<file path="config.mk">
export PLATFORM = sky130hd
export DESIGN_NAME = bcd_seq_controller
export DESIGN_NICKNAME = d
export VERILOG_FILES = /design/src/rtl/bcd_pkg.sv /design/src/rtl/bcd_digit_adder.sv /design/src/rtl/bcd_seq_controller.sv
export SDC_FILE = /design/constraint.sdc
export NUM_CORES = 1
export LEC_CHECK = 0
export ABC_CLOCK_PERIOD_IN_PS = 4400
export CORE_ASPECT_RATIO = 0.7
export CORE_MARGIN = 2
export CORE_UTILIZATION = 53
export CTS_CLUSTER_SIZE = 30
export DETAILED_ROUTE_END_ITERATION = 8
export PLACE_DENSITY = 0.87
export SETUP_SLACK_MARGIN = 0.3
export SKIP_CTS_REPAIR_TIMING = 1
export SLEW_MARGIN = 15
export SYNTH_ARGS = -nofsm -noshare
export SYNTH_HDL_FRONTEND = slang
export SYNTH_SLANG_ARGS = --single-unit
</file>
<file path="constraint.sdc">
create_clock -name CLOCK_50 -period 4.4 [get_ports CLOCK_50]
set_input_delay 0.66 -clock CLOCK_50 [delete_from_list [all_inputs] [get_ports CLOCK_50]]
set_output_delay 0.66 -clock CLOCK_50 [all_outputs]
set_load 0.02 [all_outputs]
</file>
<file path="src/rtl/bcd_pkg.sv">
// Shared types and helpers for the sequential packed-BCD add/subtract controller.
package bcd_pkg;

  typedef enum logic [1:0] {StIdle, StAdd, StNeg, StDone} stateT;

  localparam logic [3:0] BCD_MAX = 4'd9;

  function automatic logic [3:0] nines_comp(input logic [3:0] digit);
    return BCD_MAX - digit;
  endfunction

endpackage

</file>
<file path="src/rtl/bcd_digit_adder.sv">
// Single-digit BCD adder: binary sum with +6 decimal correction above 9.
module bcd_digit_adder (
  input  logic [3:0] a,
  input  logic [3:0] b,
  input  logic       cin,
  output logic [3:0] s,
  output logic       cout
);

  logic [4:0] binSum;

  always_comb begin
    binSum = {1'b0, a} + {1'b0, b} + {4'b0, cin};
    s      = binSum[3:0];
    cout   = 1'b0;
    if (binSum > 5'd9) begin
      // Wrapping the low nibble by +6 is the same as (binSum + 6) mod 16.
      s    = binSum[3:0] + 4'd6;
      cout = 1'b1;
    end
  end

endmodule

</file>
<file path="src/rtl/bcd_seq_controller.sv">
// Digit-serial signed BCD add/subtract sequencer sharing one bcd_digit_adder.
// Results are magnitude plus sign; done is a one-cycle pulse after the DONE state.
module bcd_seq_controller
  import bcd_pkg::*;
#(
  parameter int unsigned DIGITS = 2,
  localparam int unsigned DW = 4 * DIGITS
) (
  input  logic          CLOCK_50,
  input  logic          RST,
  input  logic          start,
  input  logic          mode,
  input  logic [DW-1:0] left_bcd,
  input  logic [DW-1:0] right_bcd,
  output logic          busy,
  output logic          done,
  output logic [DW-1:0] result_bcd,
  output logic          carry_out,
  output logic          neg,
  output logic          err
);

  localparam int unsigned IdxW = (DIGITS > 1) ? $clog2(DIGITS) : 1;
  localparam logic [IdxW-1:0] LastIdx = IdxW'(DIGITS - 1);

  stateT           stateQ, stateD;
  logic            modeQ, modeD;
  logic [DW-1:0]   leftQ, leftD;
  logic [DW-1:0]   rightQ, rightD;
  logic [DW-1:0]   resultQ, resultD;
  logic [IdxW-1:0] idxQ, idxD;
  logic            carryQ, carryD;
  logic            carryOutQ, carryOutD;
  logic            negQ, negD;
  logic            errQ, errD;
  logic            doneQ, doneD;

  logic [3:0]      curLeft, curRight, curResult;
  logic [3:0]      adA, adB, adSum;
  logic            adCout;
  logic [DW-1:0]   rightComp;
  logic            badOperand;

  bcd_digit_adder u_adder (
    .a    (adA),
    .b    (adB),
    .cin  (carryQ),
    .s    (adSum),
    .cout (adCout)
  );

  // Digit select for the current index, plus capture-time operand checks.
  always_comb begin
    curLeft    = 4'd0;
    curRight   = 4'd0;
    curResult  = 4'd0;
    rightComp  = '0;
    badOperand = 1'b0;
    for (int i = 0; i < int'(DIGITS); i++) begin
      if (idxQ == IdxW'(i)) begin
        curLeft   = leftQ[4*i +: 4];
        curRight  = rightQ[4*i +: 4];
        curResult = resultQ[4*i +: 4];
      end
      rightComp[4*i +: 4] = nines_comp(right_bcd[4*i +: 4]);
      if (left_bcd[4*i +: 4] > BCD_MAX || right_bcd[4*i +: 4] > BCD_MAX) begin
        badOperand = 1'b1;
      end
    end
    adA = (stateQ == StNeg) ? 4'd0 : curLeft;
    adB = (stateQ == StNeg) ? nines_comp(curResult) : curRight;
  end

  always_comb begin
    stateD    = stateQ;
    modeD     = modeQ;
    leftD     = leftQ;
    rightD    = rightQ;
    resultD   = resultQ;
    idxD      = idxQ;
    carryD    = carryQ;
    carryOutD = carryOutQ;
    negD      = negQ;
    errD      = errQ;
    doneD     = 1'b0;

    unique case (stateQ)
      StIdle: begin
        if (start) begin
          modeD     = mode;
          leftD     = left_bcd;
          rightD    = mode ? rightComp : right_bcd;
          idxD      = '0;
          carryD    = mode;
          carryOutD = 1'b0;
          negD      = 1'b0;
          errD      = badOperand;
          resultD   = '0;
          stateD    = badOperand ? StDone : StAdd;
        end
      end
      StAdd, StNeg: begin
        for (int i = 0; i < int'(DIGITS); i++) begin
          if (idxQ == IdxW'(i)) resultD[4*i +: 4] = adSum;
        end
        carryD = adCout;
        idxD   = idxQ + 1'b1;
        if (idxQ == LastIdx) begin
          stateD = StDone;
          if (stateQ == StAdd) begin
            if (!modeQ) begin
              carryOutD = adCout;
            end else if (!adCout) begin
              // No final carry in subtract: result is the 10's complement, undo it.
              negD   = 1'b1;
              idxD   = '0;
              carryD = 1'b1;
              stateD = StNeg;
            end
          end
        end
      end
      StDone: begin
        doneD  = 1'b1;
        stateD = StIdle;
      end
      default: stateD = StIdle;
    endcase
  end

  always_ff @(posedge CLOCK_50) begin
    if (RST) begin
      stateQ    <= StIdle;
      modeQ     <= 1'b0;
      leftQ     <= '0;
      rightQ    <= '0;
      resultQ   <= '0;
      idxQ      <= '0;
      carryQ    <= 1'b0;
      carryOutQ <= 1'b0;
      negQ      <= 1'b0;
      errQ      <= 1'b0;
      doneQ     <= 1'b0;
    end else begin
      stateQ    <= stateD;
      modeQ     <= modeD;
      leftQ     <= leftD;
      rightQ    <= rightD;
      resultQ   <= resultD;
      idxQ      <= idxD;
      carryQ    <= carryD;
      carryOutQ <= carryOutD;
      negQ      <= negD;
      errQ      <= errD;
      doneQ     <= doneD;
    end
  end

  assign busy       = (stateQ == StAdd) || (stateQ == StNeg);
  assign done       = doneQ;
  assign result_bcd = resultQ;
  assign carry_out  = carryOutQ;
  assign neg        = negQ;
  assign err        = errQ;

endmodule

</file>
Yosys cells after proc, flatten, opt, wreduce, memory -nomap -nowiden. Index checks and enable logic that the tools add are counted. W data, S select, Z words.

Register bits after elaboration: 33. Bits in latches: 0. Bits in writable memories: 0. Bits in read-only memories: 0. Input bits: 20. Output and inout bits: 13. Word-level logic and storage cells: 89. Memories kept: 0.

Add/subtract/negate cells: 7. Multiply operators: 0. Divide/modulo/power cells: 0. Magnitude comparators: 5. Equality and inequality tests: 10. Shift-type cells: 0. Muxes and demuxes: 42. Bitwise gates (word level): 0. Reductions and logical operators: 13.

Operator list (number): $mux W4 (8); $mux W1 (23); $gt A4 B4 Y1 const B (4); $mux W8 (2); $pmux W8 S2 (1); $ne A2 B2 Y1 const B (7); $sub A4 B4 Y4 const A (3); $pmux W1 S2 (4); $mux W2 (3); $pmux W2 S3 (1); $reduce_and A2 Y1 (3); $reduce_and A3 Y1 (2); $reduce_and A6 Y1 (1); $add A4 B4 Y5 (1); $add A5 B1 Y5 (1); $gt A5 B4 Y1 const B (1); $reduce_and A5 Y1 (1); $add A4 B3 Y4 const B (1); $eq A2 B2 Y1 const B (2); $logic_or A1 B1 Y1 (3); $eq A2 B1 Y1 const B (1); $logic_not A2 Y1 (1); $reduce_bool A2 Y1 (1); $reduce_or A2 Y1 (1); $add A1 B1 Y1 const B (1).

Logic depth before layout (Yosys ltp). Gate-level depths: netlist of run 1.

Word-level depth: 12. Gate-level depth with buffers: 14.

Hierarchy. Synthesis of run 1 repeated with hierarchy kept, for this count alone.

Cell total of the unflattened synthesis: 226. Area total of the unflattened synthesis: 1900.6 sq um.

By module, submodules not included: bcd_seq_controller (instances 1, cells each 204, area each 1689.1 sq um, sequential area each 660.6 sq um); bcd_digit_adder (instances 1, cells each 22, area each 211.5 sq um, sequential area each 0.0 sq um).

Worst setup path before layout of run 1. Ideal clock, no wire load.

Kind: register -> register. Start: reg stateQ[0]. End: reg resultQ[2] (netlist: result_bcd[2]). Setup time: 88 ps. Data arrival time: 3126 ps. Path slack: 1186 ps. Cell stages (with the launch flop): 15. Period minus slack after synthesis: 3214 ps. Path through: dfxtp_1 -> inv_1 -> ha_1 -> clkbuf_1 -> or2_2 -> fa_1 -> inv_1 -> fa_1 -> clkbuf_2 -> inv_1 -> ha_1 -> a22o_1 -> o31ai_4 -> mux2_4 -> o32ai_2.

Cells in the longest elaborated chain, start to end: 8.

RTL lines: start: declaration (line bcd_seq_controller.sv:26) `stateT stateQ, stateD;`; start signal: assignment (line bcd_seq_controller.sv:133) `stateQ <= StIdle;`; start signal: assignment (line bcd_seq_controller.sv:145) `stateQ <= stateD;`; $eq A2 B2 Y1 (line bcd_seq_controller.sv:70, bcd_seq_controller.sv:71, bcd_seq_controller.sv:87); $mux W4 (on tied branches) (line bcd_seq_controller.sv:70, bcd_seq_controller.sv:71); $add A4 B4 Y5 (line bcd_digit_adder.sv:13) `binSum = {1'b0, a} + {1'b0, b} + {4'b0, cin};`; $add A5 B1 Y5 (line bcd_digit_adder.sv:13); $add A4 B3 Y4 / $gt A5 B4 Y1 (equally long branches) (line bcd_digit_adder.sv:18, bcd_digit_adder.sv:16); $mux W4 (line bcd_digit_adder.sv:16) `if (binSum > 5'd9) begin`; $mux W4 (line bcd_seq_controller.sv:104) `if (idxQ == IdxW'(i)) resultD[4*i +: 4] = adSum;`; $pmux W8 S2 (line bcd_seq_controller.sv:87) `unique case (stateQ)`; end signal: assignment (line bcd_seq_controller.sv:149) `resultQ <= resultD;`; end: declaration (line bcd_seq_controller.sv:30) `logic [DW-1:0] resultQ, resultD;`.

Parallel ways exist; a longest one is shown, timed or not. The select of a mux whose other input is x is not followed. A chain may end at the register's enable or synchronous reset.

Final worst setup path of run 1.
Start: reg stateQ[0]. End: reg resultQ[6] (netlist: result_bcd[6]).

The elaborated chain is that of the path after synthesis.

==> results of run 1 <==
## layout make-up
class	count	area, um^2	area share, %
sequential	33	661	27.0
timing repair buffer	34	335	13.7
clock buffer	7	96.3	3.93
multi-input combinational	174	1220	49.9
inverter	18	67.6	2.76
tap	50	62.6	2.55
clock inverter	1	5.00	0.204
## kinds of logic (layout without fill, tap and decap cells)
family,Yosys count,in the layout,share of synthesized area [%]
AND/OR/NAND/NOR,83,83,19.2
AO/OA/AOI/OAI,52,52,18.7
flip-flops,33,33,32.5
buffers and inverters,31,60,7.33
multiplexers,19,19,10.3
adder cells (fa/ha/maj),14,14,9.37
XOR/XNOR,6,6,2.59
## where the power goes
part	total (mW)	switching [mW]	internal, mW
clock	0.255	0.113	0.141
combinational	0.994	0.554	0.439
sequential	0.436	0.0568	0.380
total	1.68	0.724	0.960
## worst max-delay path: stages (launching register included)
cell and delay [ns]:
dfxtp_1 0.35, inv_1 0.11, ha_1 0.45, mux4_2 0.58, fa_1 0.39, inv_1 0.09, fa_1 0.21, xnor2_1 0.14
ha_1 0.26, a22o_1 0.27, o31ai_4 0.36, mux2_4 0.35, o32ai_2 0.09
## worst paths after layout
path / to
max: result_bcd[6]$_SDFFE_PP0P_
min: carry_out$_SDFFE_PP0P_
max reg2reg: result_bcd[6]$_SDFFE_PP0P_
min reg2reg: carry_out$_SDFFE_PP0P_
## metrics by stage
stage	utilization, %	total power, mW	hold slack [ns]	cells	worst slack (ns)
3_5_place_dp	65.1	1.43	0.448	309	0.695
2_1_floorplan	-	1.19	0.430	238	1.19
4_1_cts	68.0	1.69	0.457	317	0.657
6_report	68.0	1.68	0.455	317	0.662
5_1_grt	68.0	1.81	0.480	317	0.422
3_3_place_gp	65.1	1.40	0.445	309	0.865
## placed cells by master (no fill, tap or decap), drive strengths merged, types with 2 or more instances in the layout
cell type      netlist  routed
ha                  12      12
fa                   2       2
o21ai                8       8
mux2i               16      16
nor2                24      24
dfxtp               33      33
xnor2                2       2
and2b                3       3
nand2b               2       2
clkdlybuf4s50        0      32
inv                 18      18
nor3                 2       2
nand2               34      34
or2                  2       2
xor2                 4       4
and2                 2       2
mux2                 2       2
clkbuf              12       7
a211oi               7       7
nand4                2       2
a21oi               21      21
nor2b                3       3
buf                  1       2
o32ai                5       5
nand3                3       3
## sequential cells by signal, summed over array words and instances, names as in the netlist
register / flops
carryQ: 1
leftQ: 8
done: 1
neg: 1
carry_out: 1
idxQ: 1
stateQ: 2
err: 1
modeQ: 1
result_bcd: 8
rightQ: 8
## routing by layer
layer / vias to the layer above / global-route usage, % / share of wire, %
li1: 871 / - / -
met3: 4 / 4.87 / 6.4
met4: 0 / 9.52 / 0.90
met1: 783 / 29.7 / 49
met5: - / 0 / 0
met2: 41 / 31.8 / 43
==> results.rst, run 1 <==
.. list-table::
   :header-rows: 1

   * - Metric
     - Value
   * - Routed Wire Length
     - roughly 4300 um
   * - Post-route clock skew
     - ~0.0049 ns
   * - Synthesized area per cell
     - ~8.5 um^2
   * - Die W
     - a little under 80 um
   * - Die Footprint
     - about 0.0044 mm^2
   * - TritonCTS clock tree
     - yes
   * - Synth Instances
     - between 200 and 250
   * - Max clock buf depth
     - 2
   * - Post-synth top area cell
     - dfxtp_1
   * - Synth cell types
     - 48
   * - Fin nets
     - 300
   * - Insertion delay of the later-clocked pin in the worst-skew pair
     - slightly below 0.3 ns
   * - First-pass GRT wire length
     - approximately 7300 um
   * - Setup violations, final
     - 0
   * - Post-DRT Antenna Nets
     - 0
   * - # diodes
     - 0
   * - Final critical delay including setup and external delays
     - approximately 3.7 ns
   * - Peak supply drop
     - approximately 0.33 mV
   * - Total of flip-flops plus latches after synthesis
     - 33
   * - Measured slew at the worst slew-check pin
     - around 0.7 ns
   * - Remaining design rule violation count
     - 0
   * - Clk root buf
     - clkbuf_8
   * - Share of the synthesized area in the top cell type
     - between 30 and 40%
   * - # Max-Cap Violations
     - 0
   * - Max Clk Rate
     - roughly 270 MHz
   * - Worst hold-check path type
     - reg2reg
   * - Count of pins over their slew limit
     - 0
   * - Run status
     - complete, no violations
   * - Wirelength per Cell
     - between 10 and 15 um
   * - Inserted Clock Buffers
     - 5
   * - Starting density of the core
     - 56.4%
   * - Share of flip-flops with an asynchronous set or reset after synthesis
     - 0%
   * - Power Dens Cells
     - 688 mW/mm^2
   * - Final non-filler cell area
     - 0.00245 mm^2
   * - R2R cell count
     - 12
   * - Clock-pin slew of the registers on the worst-case setup and hold paths
     - about 0.070 ns
   * - Detail-routed via count per cell
     - about 5.4
   * - Total half-perimeter wirelength after legalization and detailed placement
     - about 3200 um
   * - Arrival time of the worst setup path
     - around 4 ns
   * - Setup total negative slack
     - 0 ns
   * - Worst path required time
     - between 4 and 5 ns
   * - H-tree depth reported by CTS
     - 2
   * - Worst hold path stage count
     - 2
   * - Startpoint of the lowest-slack register-to-register path
     - stateQ[0]$_SDFFE_PP0P_
   * - Final global-route overflow total
     - 0
   * - Ratio of final minimum period to clock period
     - a little over four fifths
   * - Fraction of layout instances using a drive strength above 1
     - between 10% and 20%
   * - Maximum number of pins on one net before global-route repair
     - 37
   * - Element type at the critical path end
     - flop
   * - Post-synthesis instance area
     - about 0.002 mm^2
   * - Global Route Usage Sum
     - a little over a fifth
   * - Launch point of the critical path
     - stateQ[0]$_SDFFE_PP0P_
   * - Worst Path Class, Setup
     - reg2reg
   * - Worst-path maximum fanout
     - 13
   * - Setup repair after global routing missed its margin
     - no
   * - Proportion of synthesized chip area in sequential cells
     - around a third
   * - Most used flip-flop cell after synthesis
     - dfxtp_1
   * - I/O pins
     - 33
   * - Number of antenna violations at the first check in global routing
     - 0
   * - Overall die height
     - 55.8 um
   * - Routability congestion estimate from global placement
     - 0.812
   * - Synth warn
     - 0
   * - Count of buffers from port buffering
     - 32
   * - Library cell with the highest instance count after synthesis
     - nand2_1
   * - Area growth syn-to-layout
     - 20.6%
   * - Count of filler cells inserted in the layout
     - 311
   * - Reg2Reg Setup Slack
     - approximately 0.66 ns
   * - Post-Syn Nets
     - between 200 and 300
   * - Initial DRT Pass Iterations
     - 5
   * - Beginning of the worst hold path
     - carry_out$_SDFFE_PP0P_
   * - Drt initial violations
     - 185
   * - Cell types with the largest area share after synthesis
     - dfxtp_1 (33%), mux2i_1 (7.9%), ha_1 (7.4%)
   * - Worst slew slack as a fraction of its limit
     - 53.3%
   * - Critical Path Start Type
     - flop
   * - Placement Cell Area
     - 0.00235 mm^2
   * - Total via count in the routed design
     - roughly 1700
   * - Number of rows created at floorplan
     - 18
   * - Vias in the first global route
     - between 1500 and 2000
   * - Cell leakage power
     - 0.947 nW
   * - Clock sinks
     - 33
   * - Synth cell count leaders
     - nand2_1 (34), dfxtp_1 (33), nor2_1 (24)
   * - Fin. Hold Viols
     - 0
   * - Standard cell core area
     - 0.00360 mm^2
   * - Number of flops mapped to enable cells by yosys
     - 0
Power figures use the tool's default switching activity.
==> inputs of run 2 (changes only) <==
--- a/config.mk
+++ b/config.mk
@@ -5,7 +5,7 @@
 export SDC_FILE = /design/constraint.sdc
 export NUM_CORES = 1
 export LEC_CHECK = 0
-export ABC_CLOCK_PERIOD_IN_PS = 4400
+export ABC_CLOCK_PERIOD_IN_PS = 3600
 export CORE_ASPECT_RATIO = 0.7
 export CORE_MARGIN = 2
 export CORE_UTILIZATION = 53
==> constraint.sdc (replaced) <==
create_clock -name CLOCK_50 -period 3.6 [get_ports CLOCK_50]
set_input_delay 0.54 -clock CLOCK_50 [delete_from_list [all_inputs] [get_ports CLOCK_50]]
set_output_delay 0.54 -clock CLOCK_50 [all_outputs]
set_load 0.02 [all_outputs]
==> run 2 against run 1 <==
Fmax up 16%; critical path type unchanged; via count up 4.9%; hold slack better by 0.0096 ns; clock-buffer cell count down 1; clock skew down 0.0026 ns; global-route usage up 1.8 points.
==> results.rst, run 2 (same netlist as run 1, synthesis figures left out) <==
.. list-table::
   :header-rows: 1

   * - Metric
     - Value
   * - Initial DRT Pass Iterations
     - 4 (-1)
   * - Worst Path Class, Setup
     - reg2reg
   * - Startpoint of the lowest-slack register-to-register path
     - stateQ[0]$_SDFFE_PP0P_
   * - Setup repair after global routing missed its margin
     - no
   * - Total via count in the routed design
     - 1782 (+4.9%)
   * - First-pass GRT wire length
     - 7850 um (+7.7%)
   * - Die W
     - 78.0 um (unchanged)
   * - Net Switching
     - 0.964 mW (+33%)
   * - Clk root buf
     - clkbuf_8
   * - Overall die height
     - 55.8 um (unchanged)
   * - Max Clk Rate
     - 311 MHz (+16%)
   * - Final core utilization
     - 69.3% (+1.4 points)
   * - Beginning of the worst hold path
     - carry_out$_SDFFE_PP0P_
   * - Number of rows created at floorplan
     - 18 (unchanged)
   * - Fin nets
     - 303 (+1.0%)
   * - # diodes
     - 0 (unchanged)
   * - H-tree depth reported by CTS
     - 2 (unchanged)
   * - Arrival time of the worst setup path
     - 3.41 ns (-0.54 ns)
   * - Cell leakage power
     - 0.958 nW (+1.1%)
   * - Combinational group share of total power
     - 62.5% (+3.5 points)
   * - Final critical delay including setup and external delays
     - 3.22 ns (-0.523 ns)
   * - I/O pins
     - 33 (unchanged)
   * - TritonCTS clock tree
     - yes
   * - Clock sinks
     - 33 (unchanged)
   * - Critical Path Start Type
     - flop
   * - Ratio of final minimum period to clock period
     - 89.3% (+4.3 points)
   * - Power Dens Cells
     - 876 mW/mm^2 (+27%)
   * - Proportion of power drawn by the clock network
     - 12.3% (-2.8 points)
   * - Setup total negative slack
     - 0 ns (unchanged)
   * - Worst path setup slack after routing
     - 0.385 ns (-0.277 ns)
   * - Routability congestion estimate from global placement
     - 0.936 (+15%)
   * - Die Footprint
     - 0.00435 mm^2 (unchanged)
   * - Remaining design rule violation count
     - 0 (unchanged)
   * - Commonest cells after routing, fill and taps aside
     - nand2_1 (34), clkdlybuf4s50_1 (32), dfxtp_1 (31), nor2_1 (24), a21oi_1 (20)
   * - Relative contribution of sequential cells to total power
     - 25.2% (-0.7 points)
   * - Proportion of total power due to net switching
     - 44.0% (+1.0 points)
   * - Area of the multi-input gates
     - 0.00126 mm^2 (+3.0%)
   * - Peak supply drop
     - 0.468 mV (+43%)
   * - Count of filler cells inserted in the layout
     - 290 (-6.8%)
   * - Post-route clock skew
     - 0.00233 ns (-0.00257 ns)
   * - Run status
     - complete, no violations
   * - Reg-to-reg critical path endpoint
     - result_bcd[6]$_SDFFE_PP0P_
   * - Internal
     - 1.22 mW (+28%)
   * - R2R cell count
     - 12 (unchanged)
   * - Wirelength per Cell
     - 15.1 um (+11%)
   * - Worst slew slack as a fraction of its limit
     - 53.6% (+0.30 points)
   * - Drt initial violations
     - 145 (-22%)
   * - Clock-pin slew of the registers on the worst-case setup and hold paths
     - 0.07 ns (about the same)
   * - Maximum number of pins on one net before global-route repair
     - 21 (-43%)
   * - Minimum setup slack after placement
     - 0.125 ns (-0.570 ns)
   * - Detail-routed via count per cell
     - 5.57 (+3.9%)
   * - Starting density of the core
     - 56.4% (unchanged)
   * - Worst path required time
     - 3.80 ns (-0.81 ns)
   * - Area growth syn-to-layout
     - 23.0%
   * - Count of pins over their slew limit
     - 0 (unchanged)
   * - Fraction of layout instances using a drive strength above 1
     - 14.4% (+4.0 points)
   * - Worst-path maximum fanout
     - 5 (-8)
   * - Standard cell core area
     - 0.00360 mm^2 (unchanged)
   * - Placement Cell Area
     - 0.00235 mm^2 (+0.32%)
   * - # Max-Cap Violations
     - 0 (unchanged)
   * - Final non-filler cell area
     - 0.00250 mm^2 (+2.0%)
   * - Setup violations, final
     - 0 (unchanged)
   * - Reg2Reg Setup Slack
     - 0.38 ns (-0.28 ns)
   * - Vias in the first global route
     - 1674 (+5.7%)
   * - Count of buffers from port buffering
     - 32 (unchanged)
   * - Global Route Usage Sum
     - 23.2% (+1.8 points)
   * - Worst hold-check path type
     - reg2reg
   * - Insertion delay of the later-clocked pin in the worst-skew pair
     - 0.29 ns (about the same)
   * - Element type at the critical path end
     - flop
   * - Total half-perimeter wirelength after legalization and detailed placement
     - 3430 um (+6.9%)
   * - Most common cell after layout, fill and taps aside
     - nand2_1
   * - End of the worst hold path
     - carry_out$_SDFFE_PP0P_
   * - Reg area
     - 666 um^2 (+0.76%)
   * - Max clock buf depth
     - 2 (unchanged)
   * - Measured slew at the worst slew-check pin
     - 0.697 ns (-0.00449 ns)
   * - Post-DRT Antenna Nets
     - 0 (unchanged)
   * - Inserted Clock Buffers
     - 5 (unchanged)
   * - Routed Wire Length
     - 4820 um (+12%)
   * - Fin. Hold Viols
     - 0 (unchanged)
   * - Final global-route overflow total
     - 0 (unchanged)
   * - Number of antenna violations at the first check in global routing
     - 0 (unchanged)
   * - Worst hold path stage count
     - 2 (unchanged)
==> run 2: cell types whose count changed in the layout (fill, tap and decap cells not counted), sizes merged <==
cell    delta
buf        +3
clkinv     +1
clkbuf     -1
==> run 2: power by group through the flow <==
stage	clock [mW]	sequential, mW	combinational, mW
2_1_floorplan	0	0.565	0.896
3_3_place_gp	0	0.544	1.18
3_5_place_dp	0	0.551	1.21
4_1_cts	0.275	0.543	1.22
5_1_grt	0.289	0.562	1.50
6_report	0.270	0.552	1.37
==> run 2: final cells by class <==
class	count	area share, %
multi-input combinational	174	50.4
sequential	33	26.7
timing repair buffer	37	14.5
clock buffer	6	2.91
inverter	18	2.71
tap	50	2.51
clock inverter	2	0.401
==> run 2: per-layer routing <==
metal  share of wire (%)  vias to the layer above  wire length, um  GRT usage, %
met5                   0                        -                0             0
met4                 1.7                        0               84          8.27
met3                 5.4                       10              260          4.87
met2                  46                       58             2240          37.6
met1                  46                      836             2240          30.7
li1                    -                      878                -             -
==> run 2: worst max path at each step <==
stage / startpoint / to / slack, ns / cells after the start
CTS: stateQ[0]$_SDFFE_PP0P_ / result_bcd[6]$_SDFFE_PP0P_ / 0.1 / 12
global placement: idxQ$_SDFFE_PP0P_ / result_bcd[2]$_SDFFE_PP0P_ / 0.23 / 11
detailed placement: stateQ[0]$_SDFFE_PP0P_ / result_bcd[6]$_SDFFE_PP0P_ / 0.12 / 12
floorplan: stateQ[0]$_SDFFE_PP0P_ / result_bcd[2]$_SDFFE_PP0P_ / 0.39 / 14
global route: stateQ[0]$_SDFFE_PP0P_ / result_bcd[2]$_SDFFE_PP0P_ / 0.27 / 12
finish: stateQ[0]$_SDFFE_PP0P_ / result_bcd[6]$_SDFFE_PP0P_ / 0.38 / 12
==> run 2: critical path: stages, from the launching register on <==
cell and delay (ns):
dfxtp_2 0.35, inv_2 0.09, ha_4 0.17, mux4_2 0.51, fa_2 0.35, inv_1 0.10, fa_2 0.25, xnor2_2 0.12
ha_2 0.22, a22o_4 0.27, o31ai_4 0.27, mux2_4 0.34, o32ai_2 0.09
==> run 2: stage by stage <==
step	hold slack, ns	cells	power (mW)
2_1_floorplan	0.430	238	1.46
3_3_place_gp	0.444	310	1.72
3_5_place_dp	0.454	310	1.76
4_1_cts	0.465	318	2.04
5_1_grt	0.479	320	2.35
6_report	0.465	320	2.19
==> RTL change (settings of run 2) <==
The parameter `DIGITS` goes from 2 to 1.
--- a/src/rtl/bcd_seq_controller.sv
+++ b/src/rtl/bcd_seq_controller.sv
@@ -5,3 +5,3 @@
 #(
-  parameter int unsigned DIGITS = 2,
+  parameter int unsigned DIGITS = 1,
   localparam int unsigned DW = 4 * DIGITS
Interface: changed (resized left_bcd, result_bcd and right_bcd); port bits go from 33 to 21. The function was not compared with the original's and may differ.
==> RTL change against run 2 <==
Clock power fell by 57%. Via count fell by 35%. Critical path type unchanged. Final area down 37%. Wire length down 44%. Critical endpoint is now result_bcd[2]$_SDFFE_PP0P_. Global-route usage shrank 3.3 points. Count of clock-buffer cells in the layout fell by 3. Fmax rose by 4.4%. Power shrank 41%. Synthesized area down 35%. Setup slack improved by 0.13 ns. Sequential cell count decreased by 12.
==> RTL change: results (changes against run 2) <==
initial detailed-routing violation count 41 (was 145); Hold Slack 0.461 ns (was 0.465 ns); Crit Path Max Fanout 7 (was 5); sequential share of the synthesized area 31.8% (was 32.5%); IO buf count 20 (was 32); Post-synth top cells 26 x nand2_1, 21 x dfxtp_1, 15 x nor2_1, 14 x a21oi_1, 12 x inv_1 (was 34 x nand2_1, 33 x dfxtp_1, 24 x nor2_1, 20 x a21oi_1, 18 x inv_1); clock power share 9.0% (was 12.3%); Power Sequential 358 uW (was 552 uW); Syn Area/Cell 8.17 um2 (was 8.53 um2); GRT Total Usage 19.9% (was 23.2%); Reg clk slew, reported paths 0.12 ns (was 0.07 ns); VDD IR max 397 uV (was 468 uV); Logic pwr share 63.0% (was 62.5%); synth unique cells 34 (was 48); Final Instance Count excl. Fillers 213 (was 320); worst hold start leftQ[3]$_SDFFE_PP0P_ (was carry_out$_SDFFE_PP0P_); period utilisation layout 85.6% (was 89.3%); syn nets 187 (was 272); Clock Tree Root clkbuf_4 (was clkbuf_8); Area contributors post-synth dfxtp_1 32%, ha_1 10%, nand2_1 7.4% (was dfxtp_1 33%, mux2i_1 7.9%, ha_1 7.4%); Worst Hold End leftQ[3]$_SDFFE_PP0P_ (was carry_out$_SDFFE_PP0P_); Reg2Reg Setup Slack 0.52 ns (was 0.38 ns); number of buffers created by CTS 3 (was 5); Worst Setup EP result_bcd[2]$_SDFFE_PP0P_ (was result_bcd[6]$_SDFFE_PP0P_); drt total wl 2.71 mm (was 4.82 mm); DPL Wire Length 2.12 mm (was 3.43 mm); routed via count 1152 (was 1782); Placed Area 1540 um2 (was 2350 um2); Slew headroom 49.7% (was 53.6%); Pleak 0.000633 uW (was 0.000958 uW); Clock Skews 0.00876 ns (was 0.00233 ns); Worst-Skew Late Latency 0.32 ns (was 0.29 ns); Worst R2R End result_bcd[2]$_SDFFE_PP0P_ (was result_bcd[6]$_SDFFE_PP0P_); status finished clean (unchanged)
==> RTL change: cell types whose count changed in the layout (fill, tap and decap cells not counted), moves of 4 or more <==
| cell | delta |
|---|---|
| nand2_1 | -8 |
| buf_4 | -4 |
| dfxtp_1 | -10 |
| inv_1 | -5 |
| nor2_1 | -9 |
| clkbuf_8 | -5 |
| clkdlybuf4s50_1 | -12 |
| mux2i_1 | -11 |
| a21oi_1 | -6 |
==> RTL change: routing by layer <==
layer	track usage, %	share of wire [%]
met1	25.5	48
met2	33.1	46
met3	5.20	5.4
met4	6.96	1.4
met5	0	0
==> RTL change: worst max-delay path, stage by stage, from the launching register on <==
cell and delay, ns:
dfxtp_1 0.42, inv_1 0.11, ha_1 0.31, nor2_1 0.26, nand2_1 0.12, fa_1 0.43, inv_1 0.08, fa_1 0.42
inv_1 0.12, nand2_1 0.11, a21o_4 0.27, mux2i_1 0.12, a22o_1 0.20
==> RTL change: logic make-up (layout without fill, tap and decap cells) <==
family | after synthesis | in the layout | share of synthesized area (%)
AND/OR/NAND/NOR | 57 | 57 | 19.5
adder cells (fa/ha/maj) | 13 | 13 | 13.4
XOR/XNOR | 4 | 4 | 3.21
buffers and inverters | 19 | 36 | 5.48
multiplexers | 5 | 5 | 3.78
flip-flops | 21 | 21 | 31.8
AO/OA/AOI/OAI | 43 | 43 | 22.9
==> RTL change: cell type report <==
| cell class | instances | area (um2) | share of cell area (%) |
|---|---|---|---|
| flip-flops and latches | 21 | 420 | 26.8 |
| inverters | 12 | 45.0 | 2.88 |
| multi-input cells | 122 | 831 | 53.0 |
| repair buffers | 20 | 200 | 12.8 |
| clock inverters | 1 | 5.00 | 0.319 |
| well taps | 34 | 42.5 | 2.72 |
| clock buffers | 3 | 22.5 | 1.44 |
